==> config.mk <==
export PLATFORM = sky130hd
export DESIGN_NAME = fetch_stage
export DESIGN_NICKNAME = d
export VERILOG_FILES = /design/src/rtl/fetch_stage.sv
export SDC_FILE = /design/constraint.sdc
export NUM_CORES = 1
export LEC_CHECK = 0
export CELL_PAD_IN_SITES_DETAIL_PLACEMENT = 1
export CELL_PAD_IN_SITES_GLOBAL_PLACEMENT = 1
export CORE_MARGIN = 2
export CORE_UTILIZATION = 40
export DETAILED_ROUTE_END_ITERATION = 7
export GPL_TIMING_DRIVEN = 0
export PLACE_DENSITY_LB_ADDON = 0.1
export SLEW_MARGIN = 20
export SYNTH_ARGS = -nofsm -noshare
export SYNTH_HDL_FRONTEND = slang
export SYNTH_SLANG_ARGS = --single-unit
==> constraint.sdc <==
create_clock -name clk -period 7 [get_ports clk]
set_input_delay 2.1 -clock clk [delete_from_list [all_inputs] [get_ports clk]]
set_output_delay 2.1 -clock clk [all_outputs]
set_load 0.01 [all_outputs]
==> src/rtl/fetch_stage.sv <==
`default_nettype none
// ============================================================================
// fetch_stage : instruction-fetch stage feeding the IF/ID pipeline register.
//               Owns the fetch PC, keeps one request outstanding to imem and
//               handles hazard stalls and EX redirects.
// Revision    : 1.0
// ============================================================================
module fetch_stage #(
  parameter logic [31:0] RESET_PC = 32'h0000_0000,
  parameter logic [31:0] NOP_INST = 32'h0000_0013
) (
  input  logic        clk,
  input  logic        rst_n,
  input  logic        stall,
  input  logic        redirect,
  input  logic [31:0] redirect_pc,
  output logic        imem_req_valid,
  input  logic        imem_req_ready,
  output logic [31:0] imem_req_addr,
  input  logic        imem_rsp_valid,
  input  logic [31:0] imem_rsp_data,
  output logic [31:0] pc_out,
  output logic [31:0] inst_out,
  output logic        valid_out
);

  typedef enum logic [2:0] {
    S_IDLE = 3'd0,
    S_REQ  = 3'd1,
    S_WAIT = 3'd2,
    S_HOLD = 3'd3,
    S_DROP = 3'd4
  } state_t;

  state_t      state_q,       state_d;
  logic [31:0] fetch_pc_q,    fetch_pc_d;
  logic [31:0] inflight_pc_q, inflight_pc_d;
  logic [31:0] hold_pc_q,     hold_pc_d;
  logic [31:0] hold_inst_q,   hold_inst_d;

  always_ff @(posedge clk or negedge rst_n) begin
    if (!rst_n) begin
      state_q       <= S_IDLE;
      fetch_pc_q    <= RESET_PC;
      inflight_pc_q <= 32'h0;
      hold_pc_q     <= 32'h0;
      hold_inst_q   <= NOP_INST;
    end else begin
      state_q       <= state_d;
      fetch_pc_q    <= fetch_pc_d;
      inflight_pc_q <= inflight_pc_d;
      hold_pc_q     <= hold_pc_d;
      hold_inst_q   <= hold_inst_d;
    end
  end

  always_comb begin
    state_d        = state_q;
    fetch_pc_d     = fetch_pc_q;
    inflight_pc_d  = inflight_pc_q;
    hold_pc_d      = hold_pc_q;
    hold_inst_d    = hold_inst_q;
    imem_req_valid = 1'b0;
    imem_req_addr  = fetch_pc_q;
    valid_out      = 1'b0;
    pc_out         = 32'h0;
    inst_out       = NOP_INST;

    case (state_q)
      S_IDLE: begin
        state_d = S_REQ;
      end

      // Prefetch: request goes out even while IF/ID is stalled.
      S_REQ: begin
        imem_req_valid = 1'b1;
        if (imem_req_ready) begin
          inflight_pc_d = fetch_pc_q;
          fetch_pc_d    = fetch_pc_q + 32'd4;
          state_d       = S_WAIT;
        end
      end

      S_WAIT: begin
        if (imem_rsp_valid) begin
          valid_out = 1'b1;
          pc_out    = inflight_pc_q;
          inst_out  = imem_rsp_data;
          if (stall) begin
            hold_pc_d   = inflight_pc_q;
            hold_inst_d = imem_rsp_data;
            state_d     = S_HOLD;
          end else begin
            // Back-to-back issue keeps one instruction per cycle.
            imem_req_valid = 1'b1;
            if (imem_req_ready) begin
              inflight_pc_d = fetch_pc_q;
              fetch_pc_d    = fetch_pc_q + 32'd4;
              state_d       = S_WAIT;
            end else begin
              state_d = S_REQ;
            end
          end
        end
      end

      S_HOLD: begin
        valid_out = 1'b1;
        pc_out    = hold_pc_q;
        inst_out  = hold_inst_q;
        if (!stall) begin
          state_d = S_REQ;
        end
      end

      S_DROP: begin
        if (imem_rsp_valid) begin
          state_d = S_REQ;
        end
      end

      default: begin
        state_d = S_IDLE;
      end
    endcase

    // Redirect overrides everything above, including a same-cycle response.
    if (redirect) begin
      fetch_pc_d     = redirect_pc;
      inflight_pc_d  = inflight_pc_q;
      hold_pc_d      = 32'h0;
      hold_inst_d    = NOP_INST;
      imem_req_valid = 1'b0;
      valid_out      = 1'b0;
      pc_out         = 32'h0;
      inst_out       = NOP_INST;
      case (state_q)
        // Leave DROP once the stale response has arrived, or it would wait forever.
        S_WAIT, S_DROP: state_d = imem_rsp_valid ? S_REQ : S_DROP;
        default:        state_d = S_REQ;
      endcase
    end
  end

endmodule
`default_nettype wire

# After elaboration in Yosys (flattened, before gate mapping)
# Cells that the tools add are included.
[word_totals]
register_bits = 131
input_bits = 70
output_inout_bits = 98
wordCells = 69
[op_classes]
n_addsub = 1
n_eq_ne = 11
mux = 40
bitwise_logic = 1
n_reduce_logical = 11
[op_table]
columns = ["op", "count"]
rows = [
  ["$mux 32", 19],
  ["$pmux 32 s2", 4],
  ["$add 32x3->32 const B", 1],
  ["$mux 3", 7],
  ["$ne 3x3->1 const B", 5],
  ["$pmux 3 s5", 1],
  ["$reduce_and 4->1", 2],
  ["$reduce_bool 2->1", 4],
  ["$eq 3x2->1 const B", 2],
  ["$reduce_and 3->1", 2],
  ["$mux 1", 5],
  ["$mux 2", 2],
  ["$ne 2x2->1 const B", 2],
  ["$pmux 1 s2", 2],
  ["$eq 3x1->1 const B", 1],
  ["$eq 3x3->1 const B", 1],
  ["$logic_not 3->1", 1],
  ["$reduce_bool 3->1", 1],
  ["$reduce_or 2->1", 1],
  ["$not 1->1", 1],
]

# Logic depth before layout (Yosys ltp)
[logic_depth]
ltp_word = 6
depth_mapped = 8

# Worst setup path before layout
# Ideal clock, no wire load.
[synth_path]
path_type = "input-to-output"
from = "input redirect"
to = "output imem_req_valid"
arrival_ps = 3236
required_ps = 4900
path_slack_ps = 1664
cell_stages = 5
n_path_buf = 4
cell_sequence = "clkbuf_1 clkbuf_1 buf_1 buf_2 a211oi_1"
[synth_via]
elab_chain_cells = 1
[synth_rtl]
columns = ["element", "line", "rtl"]
rows = [
  ["start, declared", "15", "input logic redirect,"],
  ["$mux 1", "128", "if (redirect) begin"],
  ["end, declared", "17", "output logic imem_req_valid,"],
]
# No other way between the ends.

# Worst setup path in the final report
[layout_path]
from = "input imem_rsp_valid"
to = "output pc_out[23]"
[layout_via]
elab_chain_cells = 3
[layout_rtl]
columns = ["element", "line", "rtl"]
rows = [
  ["start, declared", "20", "input logic imem_rsp_valid,"],
  ["$mux 32", "85", "if (imem_rsp_valid) begin"],
  ["$pmux 32 s2", "69", "case (state_q)"],
  ["$mux 32", "128", ""],
  ["end, declared", "22", "output logic [31:0] pc_out,"],
]
# No other way between the ends.

==> flow_summary.json <==
{
  "final_cell_mix": "166 x clkdlybuf4s50_1, 148 x nand2_1, 128 x dfrtp_1",
  "grt_start_max_net_pins": 94,
  "clock_latency_ns": 0.43,
  "cts-root-buf": "clkbuf_16",
  "firstDrtPassIters": 4,
  "ant_nets": 0,
  "grt_pass1_vias": 7327,
  "drive_above_1_share_pct": 10.8,
  "start_util_pct": 40.9,
  "grt_pass1_wl_mm": 39.9,
  "core_um2": 16600,
  "grt_antenna_before_repair": 0,
  "post-route-period-util_pct": 97.0,
  "syn_area_um2": 6810,
  "synth_fp_nets": 827,
  "dpl_cell_area_um2": 8790,
  "required_ns": 4.90,
  "yosys.area.top_type_share_pct": 47.0,
  "wire_per_inst_um": 21.0,
  "sequentialPowerShare_pct": 44.1,
  "cts_buffer_depth": 2,
  "fin_nets": 1014,
  "ys_ff_latch": 131,
  "synthFlopType": "dfrtp_1",
  "yosys.area.top_type": "dfrtp_1",
  "antennaDiodeCount": 0,
  "share_comb_of_total_power_pct": 15.4,
  "total_power_w": 0.00212,
  "drv_cap": 0,
  "arrival_ns": 4.69,
  "fin_crit_ns": 6.79,
  "finalSetupViolCount": 0,
  "power.internal_w": 0.00152,
  "stdcell_area_um2": 9360,
  "cts_buffers": 17,
  "dieWidth_um": 135,
  "skew_ns": 0.00879,
  "yosys_warnings": 0,
  "nFillCells": 1919,
  "p_sw_share_pct": 28.1,
  "hold_violations": 0,
  "slew-limit-headroom_pct": 50.1,
  "dp_hpwl_mm": 17.6,
  "path_max_fanout": 10,
  "overflow": 0,
  "postCtsHoldBufs": 0,
  "dp_cells": 1144,
  "synth_area_per_cell_um2": 9.01,
  "syn_inst": 756,
  "rows": 47,
  "rsz0062_at_grt": "no",
  "num_io_pins": 168,
  "vias_per_cell": 5.83,
  "synthDistinctLibCells": 56,
  "async_flop_share_pct": 100,
  "clk_pin_slew_ns": 0.05,
  "switchingPower_w": 0.000596,
  "fin_tns_setup_ns": 0,
  "status": "completed",
  "via_count": 6856,
  "tightest_slew_ns": 0.748,
  "holdCritPathClass": "reg -> reg",
  "instances_no_fill": 1175,
  "routed_wl_mm": 24.6,
  "synth_seq_area_share_pct": 48.2,
  "drt_iter0_drc": 378,
  "slew_violations": 0,
  "yosys-top-cells-area": "dfrtp_1 47%, nand2_1 8.2%, a22oi_1 6.9%",
  "critPathKind": "in -> out",
  "io_buffers": 167,
  "dp_worst_setup_slack_ns": 0.0298,
  "grt_usage_pct": 28.3,
  "cts_tree": "built",
  "htree_levels": 4,
  "synth_edf_count": 0,
  "vdd_drop_max_v": 0.000179,
  "crit_path_start_kind": "input port",
  "cts.sinks": 131,
  "clock.fmax_ghz": 0.147,
  "cellLeakagePower_nw": 3.47,
  "setup_ws_ns": 0.210,
  "die_h_um": 135,
  "area_delta_synth_final_pct": 37.4,
  "gp_congestion": 0.861,
  "ctsResizeCount": 0,
  "final_common_cell": "clkdlybuf4s50_1",
  "pwr-share-clk_pct": 40.6,
  "die_area_um2": 18100,
  "post_cts_buffers": 0,
  "pwr_density_cell_nw_per_um2": 226,
  "end_kind": "output pin",
  "post-route-drc-count": 0
}
-- state kept, by name (all words and copies together) (netlist names) --
name	flops
hold_inst_q	32
hold_pc_q	32
imem_req_addr	32
inflight_pc_q	32
state_q	3
-- critical path: stages --
cell	delay, ns
clkdlybuf4s50_1	0.69
nor4bb_1	0.23
buf_2	0.31
clkbuf_1	0.45
a22oi_1	0.19
nor2_1	0.16
clkdlybuf4s50_1	0.56
-- kinds of logic after synthesis --
family	after synthesis	synth area share (%)
AO/OA/AOI/OAI	192	18.9
XOR/XNOR	6	0.771
adder cells (fa/ha/maj)	1	0.184
buffers and inverters	65	4.26
flip-flops	131	48.2
multiplexers	36	5.91
AND/OR/NAND/NOR	325	21.8
-- power groups by stage --
stage               clock network [W]  registers, W  logic, W
floorplan                           0      0.000914  0.000162
global route                 0.000904      0.000946  0.000353
detailed placement                  0      0.000944  0.000324
global placement                    0      0.000938  0.000309
CTS                          0.000867      0.000932  0.000327
finish                       0.000859      0.000934  0.000325
-- worst paths after layout --
| path | depth (start not counted) | startpoint | end | slack [ns] |
|---|---|---|---|---|
| worst max-delay path | 7 | imem_rsp_valid | pc_out[23] | 0.21 |
| worst min-delay path | 2 | hold_inst_q[0]$_DFFE_PN1P_ | hold_inst_q[0]$_DFFE_PN1P_ | 0.49 |
| worst max register to register | 6 | state_q[1]$_DFFE_PN0P_ | inflight_pc_q[12]$_DFFE_PN0P_ | 4.64 |
| worst min register to register | 2 | hold_inst_q[0]$_DFFE_PN1P_ | hold_inst_q[0]$_DFFE_PN1P_ | 0.49 |
| max in group asynchronous | 2 | rst_n | hold_inst_q[1]$_DFFE_PN1P_ | 4.65 |
| min in group asynchronous | 1 | rst_n | hold_inst_q[5]$_DFFE_PN0P_ | 1.56 |
-- metrics by stage --
step / util (%) / hold WS (ns)
global route: 56.3 / 0.504
floorplan: - / 0.464
finish: 56.3 / 0.487
global placement: 52.6 / 0.469
detailed placement: 52.8 / 0.483
CTS: 56.2 / 0.491
-- Yosys cell counts, types with 2 or more instances --
master and instances:
nand2_1 149, buf_6 2, or2b_1 2, nor2_1 81, buf_2 20, mux2_2 34
dfrtp_1 128, and3_1 4, o311a_1 2, nor3_1 7, a221o_1 7, nand4_1 13
mux2i_1 2, a21oi_1 66, o211ai_1 9, a22oi_1 63, nand3_1 16, xor2_1 6
a221oi_1 2, inv_1 4, nand2b_1 4, or4_1 8, o21ai_0 16, or2_2 2
clkbuf_1 35, nor4_1 5, clkbuf_2 2, nor2b_1 7, and4_1 4, or3_1 9
o31ai_1 5, a31oi_1 13, and2_1 4, dfstp_2 3
-- per-layer routing --
layer | share of wire (%) | GRT usage [%]
met1 | 41 | 34.0
met2 | 51 | 49.9
met3 | 4.9 | 5.89
met4 | 2.7 | 10.5
met5 | 0 | 0
-- final cells by class --
cell class / instances / area, um^2 / area share, %
Buffer: 61 / 277 / 2.95
Timing Repair Buffer: 168 / 1700 / 18.2
Sequential cell: 131 / 3280 / 35.1
Clock inverter: 8 / 76.3 / 0.815
Tap cell: 220 / 275 / 2.94
Multi-Input combinational cell: 560 / 3240 / 34.7
Inverter: 4 / 15.0 / 0.160
Clock buffer: 23 / 488 / 5.21
No activity file was read; power rests on OpenSTA's default activity.
